==> config.mk <==
export PLATFORM = sky130hd
export DESIGN_NAME = reg_bus_arbiter_flat
export DESIGN_NICKNAME = d
export VERILOG_FILES = /design/src/rtl/reg_bus_arbiter_if.sv /design/src/rtl/reg_bus_arbiter.sv /design/src/flat_wrapper.sv
export SDC_FILE = /design/constraint.sdc
export NUM_CORES = 1
export LEC_CHECK = 0
export ABC_AREA = 1
export CAP_MARGIN = 20
export CELL_PAD_IN_SITES_DETAIL_PLACEMENT = 1
export CELL_PAD_IN_SITES_GLOBAL_PLACEMENT = 1
export CORE_MARGIN = 2
export CORE_UTILIZATION = 24
export CTS_CLUSTER_DIAMETER = 60
export DETAILED_ROUTE_END_ITERATION = 7
export GPL_TIMING_DRIVEN = 0
export PLACE_DENSITY_LB_ADDON = 0.05
export SYNTH_ARGS = -nofsm -noshare
export SYNTH_HDL_FRONTEND = slang
export SYNTH_SLANG_ARGS = --single-unit
==> constraint.sdc <==
create_clock -name clk -period 1.65 [get_ports clk]
set_clock_uncertainty 0.15 [all_clocks]
set_input_delay 0.495 -clock clk [delete_from_list [all_inputs] [get_ports clk]]
set_output_delay 0.495 -clock clk [all_outputs]
set_load 0.01 [all_outputs]
==> src/rtl/reg_bus_arbiter_if.sv <==
// Register-file write bus bundle: requester side (req/addr/data/ack) plus the
// shared write bus driven by the arbiter. The arbiter uses the slave modport,
// requesters and benches use the master modport.
interface reg_bus_arbiter_if #(
  parameter int NUM_REQ   = 2,
  parameter int ADDR_BITS = 4,
  parameter int DATA_BITS = 8
);
  localparam int ID_BITS = $clog2(NUM_REQ);

  logic [NUM_REQ-1:0]           req;
  logic [NUM_REQ*ADDR_BITS-1:0] req_addr;
  logic [NUM_REQ*DATA_BITS-1:0] req_data;
  logic [NUM_REQ-1:0]           ack;
  logic                         busy;
  logic [ID_BITS-1:0]           grant_id;
  logic                         bus_w_en;
  logic [ADDR_BITS-1:0]         bus_addr;
  logic [DATA_BITS-1:0]         bus_data;

  modport slave (
    input  req, req_addr, req_data,
    output ack, busy, grant_id, bus_w_en, bus_addr, bus_data
  );

  modport master (
    output req, req_addr, req_data,
    input  ack, busy, grant_id, bus_w_en, bus_addr, bus_data
  );
endinterface

==> src/rtl/reg_bus_arbiter.sv <==
// Shares the register-file write bus between several requesters. One winner
// is granted at a time, its address/data are latched, bus_w_en is held for
// WR_CYCLES cycles and the winner gets a one-cycle ack. Arbitration is either
// requester 0 on top with round-robin among the rest, or pure round-robin.
module reg_bus_arbiter #(
  parameter int NUM_REQ   = 2,
  parameter int ADDR_BITS = 4,
  parameter int DATA_BITS = 8,
  parameter int WR_CYCLES = 1,
  parameter int PRIO_REQ0 = 1
) (
  input  logic             clk,
  input  logic             reset,
  input  logic             sleep,
  reg_bus_arbiter_if.slave bus
);
  localparam int ID_BITS  = $clog2(NUM_REQ);
  localparam int CNT_BITS = (WR_CYCLES > 1) ? $clog2(WR_CYCLES) : 1;

  typedef enum logic [1:0] {IDLE, WRITE, ACK} state_t;

  state_t               state, state_d;
  logic [CNT_BITS-1:0]  count, count_d;
  logic [ID_BITS-1:0]   grant_q, grant_d;
  logic [ID_BITS-1:0]   last_q, last_d;
  logic [ADDR_BITS-1:0] addr_q, addr_d;
  logic [DATA_BITS-1:0] data_q, data_d;
  logic [ID_BITS-1:0]   winner;
  logic                 win_valid;
  logic [NUM_REQ-1:0]   ack_vec;

  // Pick the next requester to serve, scanning upward from the one after the last served
  always_comb begin
    int start;
    int cand_i;
    logic [ID_BITS-1:0] cand;
    winner    = '0;
    win_valid = 1'b0;
    start     = 0;
    cand_i    = 0;
    cand      = '0;
    if (PRIO_REQ0 != 0) begin
      if (bus.req[0]) begin
        winner    = '0;
        win_valid = 1'b1;
      end else begin
        start = int'(last_q) + 1;
        if (start > NUM_REQ - 1) start = 1;
        for (int k = 0; k < NUM_REQ - 1; k++) begin
          cand_i = start + k;
          if (cand_i > NUM_REQ - 1) cand_i = cand_i - (NUM_REQ - 1);
          cand = ID_BITS'(cand_i);
          if (!win_valid && bus.req[cand]) begin
            winner    = cand;
            win_valid = 1'b1;
          end
        end
      end
    end else begin
      start = int'(last_q) + 1;
      if (start >= NUM_REQ) start = 0;
      for (int k = 0; k < NUM_REQ; k++) begin
        cand_i = start + k;
        if (cand_i >= NUM_REQ) cand_i = cand_i - NUM_REQ;
        cand = ID_BITS'(cand_i);
        if (!win_valid && bus.req[cand]) begin
          winner    = cand;
          win_valid = 1'b1;
        end
      end
    end
  end

  // Next-state logic: grant in IDLE, count down the strobe in WRITE, retire in ACK
  always_comb begin
    state_d = state;
    count_d = count;
    grant_d = grant_q;
    last_d  = last_q;
    addr_d  = addr_q;
    data_d  = data_q;
    case (state)
      IDLE: begin
        if (!sleep && win_valid) begin
          state_d = WRITE;
          count_d = CNT_BITS'(WR_CYCLES - 1);
          grant_d = winner;
          addr_d  = bus.req_addr[int'(winner)*ADDR_BITS +: ADDR_BITS];
          data_d  = bus.req_data[int'(winner)*DATA_BITS +: DATA_BITS];
        end
      end
      WRITE: begin
        if (count == '0) state_d = ACK;
        else             count_d = count - CNT_BITS'(1);
      end
      ACK: begin
        last_d  = grant_q;
        state_d = IDLE;
      end
      default: state_d = IDLE;
    endcase
  end

  // State and latched write registers; reset abandons any write in flight
  always_ff @(posedge clk or posedge reset) begin
    if (reset) begin
      state   <= IDLE;
      count   <= '0;
      grant_q <= '0;
      last_q  <= ID_BITS'(NUM_REQ - 1);
      addr_q  <= '0;
      data_q  <= '0;
    end else begin
      state   <= state_d;
      count   <= count_d;
      grant_q <= grant_d;
      last_q  <= last_d;
      addr_q  <= addr_d;
      data_q  <= data_d;
    end
  end

  // Completion pulse goes only to the requester that owned the write
  always_comb begin
    ack_vec = '0;
    if (state == ACK) ack_vec[grant_q] = 1'b1;
  end

  assign bus.ack      = ack_vec;
  assign bus.busy     = (state != IDLE);
  assign bus.grant_id = grant_q;
  assign bus.bus_w_en = (state == WRITE);
  assign bus.bus_addr = addr_q;
  assign bus.bus_data = data_q;
endmodule

==> src/flat_wrapper.sv <==
// flat-port wrapper written by rule: the top's interface ports become plain ports
module reg_bus_arbiter_flat 
#(
  parameter int NUM_REQ   = 2,
  parameter int ADDR_BITS = 4,
  parameter int DATA_BITS = 8,
  parameter int WR_CYCLES = 1,
  parameter int PRIO_REQ0 = 1
)
  (clk, reset, sleep, bus_req, bus_req_addr, bus_req_data, bus_ack, bus_busy, bus_grant_id, bus_bus_w_en, bus_bus_addr, bus_bus_data);
  reg_bus_arbiter_if #(.NUM_REQ(NUM_REQ), .ADDR_BITS(ADDR_BITS), .DATA_BITS(DATA_BITS)) bus_i ();
  input  logic clk;
  input  logic reset;
  input  logic sleep;
  input wire logic [$bits(bus_i.req)-1:0] bus_req;
  input wire logic [$bits(bus_i.req_addr)-1:0] bus_req_addr;
  input wire logic [$bits(bus_i.req_data)-1:0] bus_req_data;
  output wire logic [$bits(bus_i.ack)-1:0] bus_ack;
  output wire logic [$bits(bus_i.busy)-1:0] bus_busy;
  output wire logic [$bits(bus_i.grant_id)-1:0] bus_grant_id;
  output wire logic [$bits(bus_i.bus_w_en)-1:0] bus_bus_w_en;
  output wire logic [$bits(bus_i.bus_addr)-1:0] bus_bus_addr;
  output wire logic [$bits(bus_i.bus_data)-1:0] bus_bus_data;
  assign bus_i.req = bus_req;
  assign bus_i.req_addr = bus_req_addr;
  assign bus_i.req_data = bus_req_data;
  assign bus_ack = bus_i.ack;
  assign bus_busy = bus_i.busy;
  assign bus_grant_id = bus_i.grant_id;
  assign bus_bus_w_en = bus_i.bus_w_en;
  assign bus_bus_addr = bus_i.bus_addr;
  assign bus_bus_data = bus_i.bus_data;
  reg_bus_arbiter #(.NUM_REQ(NUM_REQ), .ADDR_BITS(ADDR_BITS), .DATA_BITS(DATA_BITS), .WR_CYCLES(WR_CYCLES), .PRIO_REQ0(PRIO_REQ0)) u_core (.clk(clk), .reset(reset), .sleep(sleep), .bus(bus_i));
endmodule
==> flow_summary.json <==
{
  "fmax_mhz": 568.1,
  "ys_seq_area_share_pct": 46.95,
  "start_util_pct": 25.77,
  "layout_common_cells": "63 x nand2_1, 27 x clkdlybuf4s50_1, 15 x dfrtp_1",
  "relSlewSlack_pct": 59.35,
  "area_growth_pct": 78.25,
  "ant_nets": 0,
  "grt-ovfl-total": 0,
  "grt_pass1_vias": 935,
  "wl_met1_um": 1158,
  "rsz0062_at_grt": "true",
  "dpl.hpwl_um": 1827,
  "whs_ns": 0.3320,
  "wl_met3_um": 161,
  "grt_pass1_wl_um": 4167,
  "yosysTopAreaCell": "dfrtp_1",
  "coreArea_um2": 3103,
  "min_to": "u_core.bus.bus_data[4]",
  "ys_ff_latch": 15,
  "ir_worst_vdd_uv": 308.0,
  "top_layer": "met4",
  "grt_max_degree": 16,
  "hold_viol": 0,
  "clk_pin_slew_ns": 0.09,
  "gp_congestion": 0.6990,
  "met2_wirelength_um": 1219,
  "wirelength_um": 2570,
  "hold_path.startpoint": "u_core.bus.bus_data[4]",
  "fin_cells": 216,
  "die_h_um": 61.72,
  "numCtsBuffers": 3,
  "drt-wirelength-per-cell_um": 11.90,
  "critPathKind": "reg -> out",
  "power_uw": 1184,
  "place_ws_ns": -0.3542,
  "die_area_um2": 3809,
  "finalSetupViolCount": 4,
  "synth.top_cell.area_share_pct": 46.95,
  "antenna_found_initial": 0,
  "p_leak_uw": 0.0007611,
  "setup_ws_ns": -0.1102,
  "cts_num_sinks": 15,
  "synth_area_um2": 799.5,
  "min_path_type": "reg -> reg",
  "drive_gt1_share_pct": 19.19,
  "rr_worst_depth": 7,
  "synth.area.top_cells": "dfrtp_1 47%, nand2_1 30%, nand3_1 7.5%",
  "violations": "negative setup slack",
  "r2r_setup_slack_ns": 0.21,
  "clockBufferDepth": 2,
  "die_w_um": 61.72,
  "syn_area_per_cell_um2": 7.075,
  "dp.cells": 202,
  "syn_nets": 142,
  "antenna_cells": 0,
  "dpl_cell_area_um2": 1305,
  "nets": 202,
  "vias_per_cell": 4.282,
  "outcome": "finished with violations",
  "powerDensity_nw_per_um2": 830.9,
  "rr_startpoint": "u_core.state[0]",
  "clock_latency_ns": 0.28,
  "drt_iter0_drc": 13,
  "htreeDepth": 1,
  "finalCriticalPeriod_ns": 1.760,
  "num_io_pins": 46,
  "ys_types": 15,
  "cp-end-kind": "output port",
  "worstMarginPinSlew_ns": 0.6091,
  "root_buffer": "clkbuf_4",
  "gr-usage-all-layers_pct": 15.15,
  "holdBufCountCts": 0,
  "cp_max_fo": 2,
  "worstPathRequired_ns": 1.00,
  "synth_warnings": 0,
  "post-route-period-util_pct": 106.7,
  "arrival_ns": 1.12,
  "synthCells": 113,
  "final_common_cell": "nand2_1",
  "min_path_cells": 2,
  "drt_first_pass_iters": 2,
  "num_rows": 20,
  "drc": 0,
  "port_buffers": 45,
  "fin_area_um2": 1425,
  "tritoncts": "yes",
  "r2r_end": "u_core.bus.bus_addr[3]",
  "slew_violations": 0,
  "cp-start-kind": "flip-flop",
  "vias": 925,
  "drv_cap": 0
}
[synthesized netlist by cell type]
| master | number |
|---|---|
| nand2_2 | 1 |
| nor2_1 | 4 |
| nand3_2 | 1 |
| buf_2 | 3 |
| nand2_1 | 64 |
| nor2_4 | 1 |
| dfrtp_1 | 15 |
| buf_4 | 1 |
| nand4_1 | 1 |
| inv_2 | 2 |
| o21ai_2 | 1 |
| inv_1 | 5 |
| buf_6 | 1 |
| nor2_2 | 1 |
| nand3_1 | 12 |
[cell families after synthesis]
| kind of cell | Yosys count | share of synthesized area, % |
|---|---|---|
| and+or+nand+nor | 85 | 44.45 |
| DFF | 15 | 46.95 |
| buffers and inverters | 12 | 7.512 |
| AOI/OAI and AO/OA | 1 | 1.096 |
[metrics by stage]
| stage | utilization, % | TNS, ns |
|---|---|---|
| 6_report | 45.93 | -0.2255 |
| 3_5_place_dp | 42.06 | -4.855 |
| 4_1_cts | 43.47 | -0.2110 |
| 2_1_floorplan | - | 0 |
| 5_1_grt | 45.93 | -0.5136 |
| 3_3_place_gp | 42.06 | -4.620 |
[final cells by class]
class                      count  area, um2
timing repair buffer          55      518.0
buffer                         5      45.04
tap                           44      55.05
inverter                       7      26.28
clock buffer                   4      26.28
fill                         411       1678
sequential                    15      375.4
multi-input combinational     86      379.1
[worst max-delay path: stages (launching register included)]
cell	delay (ns)
dfrtp_1	0.41
buf_6	0.13
nor2_4	0.11
inv_2	0.06
buf_6	0.12
[flip-flops by register name, summed over array words and instances (netlist names)]
name                 flops
u_core.state             2
u_core.bus.bus_data      8
u_core.bus.bus_addr      4
u_core.bus.grant_id      1
[timing repair]
action	in CTS	in global routing
buffers inserted	4	6
pin swaps	3	1
gates resized for setup	38	12
endpoints found under the setup margin	28	23
cloned	0	0
[metal layers]
metal  track usage (%)  up-vias
met4             6.383        0
met5                 0        -
met3             2.277        2
met1             18.79      428
li1                  -      466
met2             26.17       29
[where the power goes]
| group | total (uW) | internal (uW) | switching (uW) |
|---|---|---|---|
| combinational | 483 | 264 | 219 |
| clock | 214 | 93.7 | 120 |
| sequential | 488 | 445 | 42.1 |
| total | 1180 | 803 | 381 |
[how the worst max path moves through the flow]
stage,cells after the start,start,endpoint
2_1_floorplan,3,u_core.state[0],bus_ack[0]
3_3_place_gp,7,bus_req[1],u_core.bus.bus_data[3]
3_5_place_dp,7,bus_req[1],u_core.bus.bus_addr[3]
4_1_cts,4,u_core.state[0],bus_busy
5_1_grt,4,u_core.state[0],bus_busy
6_report,4,u_core.state[0],bus_busy
Power figures use the tool's default switching activity.
